**config.mk**
```make
export PLATFORM = sky130hd
export DESIGN_NAME = gen_fifo_serializer
export DESIGN_NICKNAME = d
export VERILOG_FILES = /design/src/rtl/gen_fifo_serializer_pkg.sv /design/src/rtl/gen_dffr.sv /design/src/rtl/gen_lowbit_enc.sv /design/src/rtl/gen_fifo_serializer.sv
export SDC_FILE = /design/constraint.sdc
export NUM_CORES = 1
export LEC_CHECK = 0
export BUFFER_PORTS_ARGS = -buffer_cell sky130_fd_sc_hd__buf_2
export CAP_MARGIN = 20
export CORE_UTILIZATION = 50
export CTS_CLUSTER_DIAMETER = 200
export DETAILED_ROUTE_END_ITERATION = 7
export GPL_ROUTABILITY_DRIVEN = 1
export HOLD_SLACK_MARGIN = 0.12
export PLACE_DENSITY = 0.89
export SYNTH_ARGS = -nofsm -noshare
export SYNTH_HDL_FRONTEND = slang
export SYNTH_SLANG_ARGS = --single-unit
```
**constraint.sdc**
```tcl
create_clock -name CLK -period 2.21 [get_ports CLK]
set_clock_uncertainty 0.05 [all_clocks]
set_input_delay 0.442 -clock CLK [delete_from_list [all_inputs] [get_ports CLK]]
set_output_delay 0.442 -clock CLK [all_outputs]
set_load 0.01 [all_outputs]
```
**src/rtl/gen_fifo_serializer_pkg.sv**
```systemverilog
// Shared definitions for the wide-FIFO serializer: lane-index width derivation,
// lane-index type and FSM state encoding.
package gen_fifo_serializer_pkg;

   localparam int unsigned DefDw = 64;
   localparam int unsigned DefRp = 4;

   // Lane index width for an RP-lane bundle; never narrower than one bit.
   function automatic int unsigned calc_lw(input int unsigned rp);
      return (rp <= 2) ? 1 : $clog2(rp);
   endfunction

   localparam int unsigned DefLw = calc_lw(DefRp);

   // Lane numbering shared by the wide FIFO producer and its consumers.
   typedef logic [DefLw-1:0] lane_idx_t;

   typedef enum logic {
      StIdle = 1'b0,
      StHold = 1'b1
   } state_e;

endpackage

```
**src/rtl/gen_dffr.sv**
```systemverilog
// Standard D flip-flop with enable and synchronous active-high reset.
module gen_dffr #(
   parameter int unsigned   W      = 1,
   parameter logic [W-1:0]  RstVal = '0
) (
   input  logic         i_clk,
   input  logic         i_rst,
   input  logic         i_en,
   input  logic [W-1:0] i_d,
   output logic [W-1:0] o_q
);

   logic [W-1:0] r_q;

   // Reset wins over enable; hold when not enabled.
   always_ff @(posedge i_clk) begin
      if (i_rst) begin
         r_q <= RstVal;
      end else if (i_en) begin
         r_q <= i_d;
      end
   end

   assign o_q = r_q;

endmodule

```
**src/rtl/gen_lowbit_enc.sv**
```systemverilog
// Lowest-set-bit encoder: index and one-hot of the lowest set bit, plus a flag
// that is high when exactly one bit of the input is set.
module gen_lowbit_enc
   import gen_fifo_serializer_pkg::*;
#(
   parameter int unsigned RP = DefRp,
   parameter int unsigned LW = calc_lw(RP)
) (
   input  logic [RP-1:0] i_vec,
   output logic [LW-1:0] o_idx,
   output logic [RP-1:0] o_onehot,
   output logic          o_onehot_only
);

   logic [LW-1:0] w_idx;

   // Scan downwards so the lowest set bit is the last one written.
   always_comb begin
      w_idx = '0;
      for (int i = int'(RP) - 1; i >= 0; i--) begin
         if (i_vec[i]) begin
            w_idx = LW'(i);
         end
      end
   end

   assign o_idx         = w_idx;
   // Two's-complement trick isolates the lowest set bit.
   assign o_onehot      = i_vec & (~i_vec + RP'(1));
   assign o_onehot_only = (i_vec != '0) && ((i_vec & (i_vec - RP'(1))) == '0);

endmodule

```
**src/rtl/gen_fifo_serializer.sv**
```systemverilog
// Serializes RP-lane bundles from a show-ahead wide FIFO into a single-item
// valid/ready stream, valid lanes in ascending order, one item per cycle.
module gen_fifo_serializer
   import gen_fifo_serializer_pkg::*;
#(
   parameter int unsigned DW = DefDw,
   parameter int unsigned RP = DefRp,
   parameter int unsigned LW = calc_lw(RP)
) (
   input  logic             CLK,
   input  logic             RST,
   input  logic             fifo_empty,
   input  logic [DW*RP-1:0] data_r,
   input  logic [RP-1:0]    lane_vld,
   output logic             fifo_pop,
   output logic             deq_valid,
   input  logic             deq_ready,
   output logic [DW-1:0]    deq_data,
   output logic [LW-1:0]    deq_lane,
   output logic             deq_last,
   input  logic             flush
);

   state_e           w_state;
   state_e           w_state_d;
   logic             w_state_q;
   logic [RP-1:0]    r_rem;
   logic [RP-1:0]    w_rem_d;
   logic [DW*RP-1:0] r_buf;

   logic [LW-1:0]    w_idx;
   logic [RP-1:0]    w_onehot;
   logic             w_only;
   logic             w_hold;
   logic             w_accept;
   logic             w_pop;
   logic [DW-1:0]    w_deq_data;

   // Current lane and last-lane detection from the remaining mask.
   gen_lowbit_enc #(
      .RP (RP),
      .LW (LW)
   ) u_enc (
      .i_vec         (r_rem),
      .o_idx         (w_idx),
      .o_onehot      (w_onehot),
      .o_onehot_only (w_only)
   );

   // State register.
   gen_dffr #(
      .W      (1),
      .RstVal (1'b0)
   ) u_state_reg (
      .i_clk (CLK),
      .i_rst (RST),
      .i_en  (1'b1),
      .i_d   (w_state_d),
      .o_q   (w_state_q)
   );

   assign w_state = state_e'(w_state_q);

   // Remaining-lane mask register.
   gen_dffr #(
      .W      (RP),
      .RstVal ('0)
   ) u_rem_reg (
      .i_clk (CLK),
      .i_rst (RST),
      .i_en  (1'b1),
      .i_d   (w_rem_d),
      .o_q   (r_rem)
   );

   // Bundle buffer: loaded only on pop, so deq_data never sees data_r directly.
   gen_dffr #(
      .W      (DW * RP),
      .RstVal ('0)
   ) u_buf_reg (
      .i_clk (CLK),
      .i_rst (RST),
      .i_en  (w_pop),
      .i_d   (data_r),
      .o_q   (r_buf)
   );

   assign w_hold   = (w_state == StHold);
   assign w_accept = w_hold & deq_ready;
   // Pop when idle, or in the cycle the last lane of the held bundle is taken.
   assign w_pop    = ~fifo_empty & ~flush & ~RST & (~w_hold | (w_accept & w_only));

   // Next-state logic for the FSM and the remaining mask.
   always_comb begin
      w_state_d = w_state;
      w_rem_d   = r_rem;
      if (flush) begin
         w_state_d = StIdle;
         w_rem_d   = '0;
      end else if (w_pop) begin
         // An all-zero bundle is consumed and dropped.
         w_state_d = (lane_vld != '0) ? StHold : StIdle;
         w_rem_d   = lane_vld;
      end else if (w_accept) begin
         w_state_d = w_only ? StIdle : StHold;
         w_rem_d   = r_rem & ~w_onehot;
      end
   end

   // AND-OR mux of the held bundle by the current lane's one-hot.
   always_comb begin
      w_deq_data = '0;
      for (int i = 0; i < int'(RP); i++) begin
         if (w_onehot[i]) begin
            w_deq_data = w_deq_data | r_buf[DW*i +: DW];
         end
      end
   end

   // Output logic.
   always_comb begin
      fifo_pop  = w_pop;
      deq_valid = w_hold;
      deq_data  = w_deq_data;
      deq_lane  = w_idx;
      deq_last  = w_only;
   end

endmodule

```
Word level (Yosys, flattened, before mapping) --
Index checks and enable logic that the tools add are counted.
Word-level totals: output and inout bits 69, bits of input ports 265, memories kept 0, logic and storage cells 43, bits in latches 0, register bits 261, memory bits (read-only) 0, memory bits (writable) 0
Cells by class: div/mod/pow operators 0, muxes and demuxes 14, $add $sub $neg 2, multipliers 0, shift operators 0, reduce and logical (&&, ||, !) cells 6, bitwise operators 18, $lt $le $gt $ge 0, eq/ne operators 0
Operators with widths (count):
- $mux 64 | 4
- $or 64x64->64 | 3
- $and 4x4->4 | 3
- $mux 2 | 4
- $mux 4 | 2
- $not 4->4 | 2
- $reduce_bool 4->1 | 2
- $and 1x1->1 | 5
- $add 4x1->4 const B | 1
- $logic_not 4->1 | 1
- $mux 1 | 4
- $not 1->1 | 4
- $sub 4x1->4 const B | 1
- $reduce_bool 2->1 | 1
- $reduce_or 2->1 | 1
- $logic_and 1x1->1 | 1
- $or 1x1->1 | 1

Logic depth before layout (Yosys ltp) --
depth after elaboration 10, gate-level depth with buffers 9, depth with buffers taken out 6

Modules after synthesis --
Synthesis repeated with hierarchy kept, for this count alone.
Unflattened totals: cell total of the unflattened synthesis 1093, area total of the unflattened synthesis 11038.1 um2
By module, submodules not included:
- gen_dffr at u_buf_reg | area an instance 9322.7 um2, cells an instance 825, instances 1, seq. area each 5124.9 um2
- gen_fifo_serializer | area an instance 1461.4 um2, cells an instance 239, instances 1, seq. area each 0.0 um2
- gen_dffr at u_rem_reg | area an instance 140.1 um2, cells an instance 13, instances 1, seq. area each 80.1 um2
- gen_lowbit_enc | area an instance 80.1 um2, cells an instance 13, instances 1, seq. area each 0.0 um2
- gen_dffr at u_state_reg | area an instance 33.8 um2, cells an instance 3, instances 1, seq. area each 20.0 um2

Worst setup path after synthesis --
Ideal clock, no wire load.
path kind flip-flop to output port, start point register u_rem_reg.r_q[1], in the netlist u_rem_reg.o_q[1], end point output deq_data[10], data required time 1718 ps, arrival 1559 ps, buffers on the path 3, slack 159 ps, stages on the path, launching flop included 7, cells stage by stage dfxtp_1 buf_2 nor2b_1 clkbuf_1 clkbuf_1 a22oi_1 o21ai_0
Between the ends: word-level cells in the longest chain between the ends 8
Ends and longest elaborated chain:
- from (decl) | line gen_dffr.sv:13 | logic [W-1:0] r_q;
- from (signal assigned) | line gen_dffr.sv:18 | r_q <= RstVal;
- from (signal assigned) | line gen_dffr.sv:20 | r_q <= i_d;
- $not 4->4 | line gen_lowbit_enc.sv:29 | assign o_onehot = i_vec & (~i_vec + RP'(1));
- $add 4x1->4 | line gen_lowbit_enc.sv:29
- $and 4x4->4 (*) | line gen_lowbit_enc.sv:29
- $mux 64 | line gen_fifo_serializer.sv:114 | if (w_onehot[i]) begin
- $or 64x64->64 | line gen_fifo_serializer.sv:115 | w_deq_data = w_deq_data | r_buf[DW*i +: DW];
- $mux 64 | line gen_fifo_serializer.sv:114
- $or 64x64->64 | line gen_fifo_serializer.sv:115
- $mux 64 (*) | line gen_fifo_serializer.sv:114
- to (decl) | line gen_fifo_serializer.sv:18 | output logic [DW-1:0] deq_data,
Mark *: on every way between the ends. The rest lies on a longest branch, timed or not.

Worst setup path in the final report --
start point register u_rem_reg.r_q[1], in the netlist u_rem_reg.o_q[1], end point output deq_data[53]
The elaborated chain is that of the path after synthesis.

==> metrics.log <==
INFO  metric netlist_instances = 1,393
INFO  metric p_leak = 6.55 nW
INFO  metric grt_remaining_overflow = 0
INFO  metric part_of_the_yosys_area_used_for_sequential_elements = 49.5%
INFO  metric fill_cells = 1,063
INFO  metric worstSetupEndpointType = output port
INFO  metric wl = 52.4 mm
INFO  metric timing.setup.critical_path_class = reg -> out
INFO  metric mappedNetlistNets = 1,658
INFO  metric clock_sink_count = 261
INFO  metric synth_top_area_share = 49.5%
INFO  metric clock_tree.root_cell = sky130_fd_sc_hd__clkbuf_16
INFO  metric synthFlopType = sky130_fd_sc_hd__dfxtp_1
INFO  metric power_density = 648 mW/mm^2
INFO  metric hold_path.class = in -> reg
INFO  metric finalMaxSlewViolations = 0
INFO  metric detail_route.wl_per_cell = 23.5 um
INFO  metric crit_fanout = 16
INFO  metric clock_tree_from_tritoncts = done
INFO  metric start_kind = flop
INFO  metric clk_pin_slew = 0.06 ns
INFO  metric cap_violations = 0
INFO  metric r2r_cells = 9
INFO  metric grt_max_degree = 163
INFO  metric failed_checks = negative setup slack
INFO  metric finalCriticalPeriod = 2.58 ns
INFO  metric cts-buffers-inserted = 28
INFO  metric timing.hold.ws = 0.132 ns
INFO  metric vdd.ir_drop.worst = 0.573 mV
INFO  metric vertical_die_dimension = 147 um
INFO  metric num_vias = 14,300
INFO  metric instances_no_fill = 2,228
INFO  metric postLayoutSetupSlackWorst = -0.373 ns
INFO  metric number_of_antenna_violations_at_the_first_check_in_global_routing = 5
INFO  metric critical_path.reg2reg.startpoint = u_rem_reg.o_q[1]$_SDFFE_PP0P_
INFO  metric detailroute.wirelength.met3 = 6.37 mm
INFO  metric route.top_layer_used = met5
INFO  metric post_detailed_route_count_of_antenna_violating_nets = 0
INFO  metric post_route_cells_drive_above_1_share = 26.9%
INFO  metric design.final.nets = 2,205
INFO  metric worstSkewPairLatency = 0.53 ns
INFO  metric status = finished, violations left
INFO  metric met2_wirelength = 24.0 mm
INFO  metric timing.critical_path.required = 1.72 ns
INFO  metric setup_viol_count_final = 75
INFO  metric yosysWarnings = 0
INFO  metric grt_first_pass_wirelength = 71.3 mm
INFO  metric relSlewSlack = 27.7%
INFO  metric yosysTopAreaCell = sky130_fd_sc_hd__dfxtp_1
INFO  metric worst_hold_path.num_cells = 3
INFO  metric hold_path_end = u_buf_reg.o_q[97]$_SDFFE_PP0P_
INFO  metric synthArstFlopShare = 0%
INFO  metric synth_area = 0.0106 sq mm
INFO  metric place_congestion = 0.887
INFO  metric post_synth.cell_area_avg = 7.58 sq um
INFO  metric maxClockFrequency = 387 MHz
INFO  metric drt-met1-wl = 16.6 mm
INFO  metric timing_hold_violations_final = 0
INFO  metric core = 0.0205 sq mm
INFO  metric grt_setup_unrepaired = true
INFO  metric timing.critical_path.arrival = 2.09 ns
INFO  metric drc_errors = 0
INFO  metric placed_cells = 1,906
INFO  metric synth.top_cells.by_area = sky130_fd_sc_hd__dfxtp_1, sky130_fd_sc_hd__nand2_1, sky130_fd_sc_hd__a21oi_1, sky130_fd_sc_hd__a22oi_1, sky130_fd_sc_hd__o21ai_0
INFO  metric syn2layout_area_growth = 58.4%
INFO  metric grt.total_usage = 42.0%
INFO  metric first_global_vias = 13,800
INFO  metric number_of_core_rows = 52
INFO  metric detailedRoute.firstPassIterationCount = 8
INFO  metric fp.dieW = 147 um
INFO  metric synth_seq_cells = 261
INFO  metric clk_path_buf_depth = 3
INFO  metric boundaryPins = 334
INFO  metric portBuffers = 333
INFO  metric place_hpwl = 20.4 mm
INFO  metric vias_per_cell = 6.43
INFO  metric detailedRoute.firstIterationViolations = 2,020
INFO  metric die_area = 0.0217 sq mm
INFO  metric synth_edf_count = 0
INFO  metric floorplan.initialDensity = 51.5%
INFO  metric netlist-cell-type-count = 33
INFO  metric r2r_slack = -0.03 ns
INFO  metric final_min_period_over_clock_period = 117%
INFO  metric ctsHtreeMaxLevel = 1
INFO  metric worstReg2RegEnd = u_buf_reg.o_q[144]$_SDFFE_PP0P_
INFO  metric tightestPinTransition = 1.08 ns
INFO  metric timing.hold.worst.start = data_r[97]
==> worst max path at each step <==
stage | from | to | slack [ns]
floorplan | u_rem_reg.o_q[1]$_SDFFE_PP0P_ | deq_data[10] | 0.16
global placement | u_rem_reg.o_q[1]$_SDFFE_PP0P_ | deq_data[7] | 0.19
detailed placement | u_rem_reg.o_q[2]$_SDFFE_PP0P_ | u_buf_reg.o_q[126]$_SDFFE_PP0P_ | 0.12
CTS | u_rem_reg.o_q[1]$_SDFFE_PP0P_ | deq_data[46] | -0.27
global route | u_rem_reg.o_q[1]$_SDFFE_PP0P_ | deq_data[53] | -0.52
finish | u_rem_reg.o_q[1]$_SDFFE_PP0P_ | deq_data[53] | -0.37
==> repair_timing <==
item / 4_1_cts / 5_1_grt
setup buffers: 10 / 19
cloned: 3 / 12
gates resized for setup: 59 / 133
hold buffers: 231 / 0
setup endpoints to repair: 68 / 276
endpoints found under the hold margin: 231 / 0
pin swaps: 2 / 12
==> layout make-up <==
cell class	instances	area, sq um	area share [%]
sequential	261	5240	31.3
multi-input combinational	1005	5140	30.7
tap	270	338	2.02
antenna	4	10.0	0.0598
clock inverter	5	25.0	0.150
inverter	5	26.3	0.157
clock buffer	39	783	4.68
timing repair buffer	639	5170	30.9
==> worst max-delay path: stages (launching register included) <==
cell,delay [ns]
sky130_fd_sc_hd__dfxtp_4,0.37
sky130_fd_sc_hd__buf_4,0.15
sky130_fd_sc_hd__nor2b_4,0.16
sky130_fd_sc_hd__buf_4,0.15
sky130_fd_sc_hd__buf_12,0.17
sky130_fd_sc_hd__a22oi_1,0.16
sky130_fd_sc_hd__o21ai_1,0.23
sky130_fd_sc_hd__buf_2,0.17
==> routing by layer <==
layer,up-vias,global-route usage (%)
met5,-,0
met4,4,31.5
met3,563,12.6
met2,1509,70.0
met1,6413,44.8
li1,5840,-
==> cell families (layout without fill, tap and decap cells) <==
logic type                Yosys count  count (layout)  share of synthesized area (%)
buffers and inverters             127             688                           5.28
other                               0               4                              0
AOI/OAI and AO/OA                 468             468                           25.6
and+or+nand+nor                   534             534                           19.4
muxes                               2               2                          0.190
DFF                               261             261                           49.5
xor gates and xnor gates            1               1                         0.0829
==> where the power goes <==
group          internal, W  switching, W  total [W]  leakage, nW
clock              0.00244       0.00189    0.00433        0.401
combinational     0.000761      0.000771    0.00153         4.03
sequential         0.00486      0.000124    0.00498         2.12
total              0.00806       0.00279     0.0108         6.55
==> cell usage in the layout (no fill, tap or decap), types with 2 or more instances in the layout <==
cell / synthesis / layout
sky130_fd_sc_hd__a21oi_1: 261 / 244
sky130_fd_sc_hd__a21oi_2: 0 / 12
sky130_fd_sc_hd__a21oi_4: 0 / 5
sky130_fd_sc_hd__a22oi_1: 128 / 105
sky130_fd_sc_hd__a22oi_2: 0 / 23
sky130_fd_sc_hd__and4b_1: 2 / 2
sky130_fd_sc_hd__buf_12: 0 / 14
sky130_fd_sc_hd__buf_16: 0 / 7
sky130_fd_sc_hd__buf_2: 50 / 330
sky130_fd_sc_hd__buf_4: 5 / 26
sky130_fd_sc_hd__buf_6: 0 / 13
sky130_fd_sc_hd__buf_8: 0 / 7
sky130_fd_sc_hd__clkbuf_1: 63 / 8
sky130_fd_sc_hd__clkbuf_16: 0 / 39
sky130_fd_sc_hd__clkbuf_8: 0 / 2
sky130_fd_sc_hd__clkinv_2: 0 / 5
sky130_fd_sc_hd__dfxtp_1: 261 / 258
sky130_fd_sc_hd__dfxtp_4: 0 / 3
sky130_fd_sc_hd__diode_2: 0 / 4
sky130_fd_sc_hd__dlygate4sd3_1: 0 / 231
sky130_fd_sc_hd__inv_1: 4 / 4
sky130_fd_sc_hd__mux2i_1: 2 / 2
sky130_fd_sc_hd__nand2_1: 518 / 490
sky130_fd_sc_hd__nand2_2: 0 / 24
sky130_fd_sc_hd__nand2_4: 0 / 4
sky130_fd_sc_hd__nor2_1: 3 / 3
sky130_fd_sc_hd__nor3_1: 4 / 4
sky130_fd_sc_hd__o21ai_0: 66 / 15
sky130_fd_sc_hd__o21ai_1: 0 / 49
sky130_fd_sc_hd__o21ai_2: 0 / 2
sky130_fd_sc_hd__o311ai_0: 2 / 2
==> synth_stat cells, types with 2 or more instances <==
cell type	n
sky130_fd_sc_hd__nand2_1	518
sky130_fd_sc_hd__a21oi_1	261
sky130_fd_sc_hd__dfxtp_1	261
sky130_fd_sc_hd__a22oi_1	128
sky130_fd_sc_hd__o21ai_0	66
sky130_fd_sc_hd__clkbuf_1	63
sky130_fd_sc_hd__buf_2	50
sky130_fd_sc_hd__buf_4	5
sky130_fd_sc_hd__buf_1	4
sky130_fd_sc_hd__inv_1	4
sky130_fd_sc_hd__nor3_1	4
sky130_fd_sc_hd__nor2_1	3
sky130_fd_sc_hd__and4b_1	2
sky130_fd_sc_hd__mux2i_1	2
sky130_fd_sc_hd__nor2b_1	2
sky130_fd_sc_hd__o311ai_0	2
sky130_fd_sc_hd__or2_2	2
==> registers in the layout, indices dropped and copies added (netlist names) <==
signal and flops:
u_rem_reg.o_q 4, u_buf_reg.o_q 256, u_state_reg.o_q 1
==> stage by stage <==
stage | utilization [%] | power, W | cell area, sq um | worst slack, ns | setup TNS, ns
2_1_floorplan | - | 0.00547 | 10600 | 0.159 | 0
3_3_place_gp | 60.7 | 0.00588 | 12400 | 0.188 | 0
3_5_place_dp | 60.7 | 0.00590 | 12400 | 0.119 | 0
4_1_cts | 77.4 | 0.0105 | 15900 | -0.265 | -14.19
5_1_grt | 81.6 | 0.0111 | 16700 | -0.517 | -24.24
6_report | 81.6 | 0.0108 | 16700 | -0.373 | -17.74
Note: power is estimated with default switching activity, not from simulation.
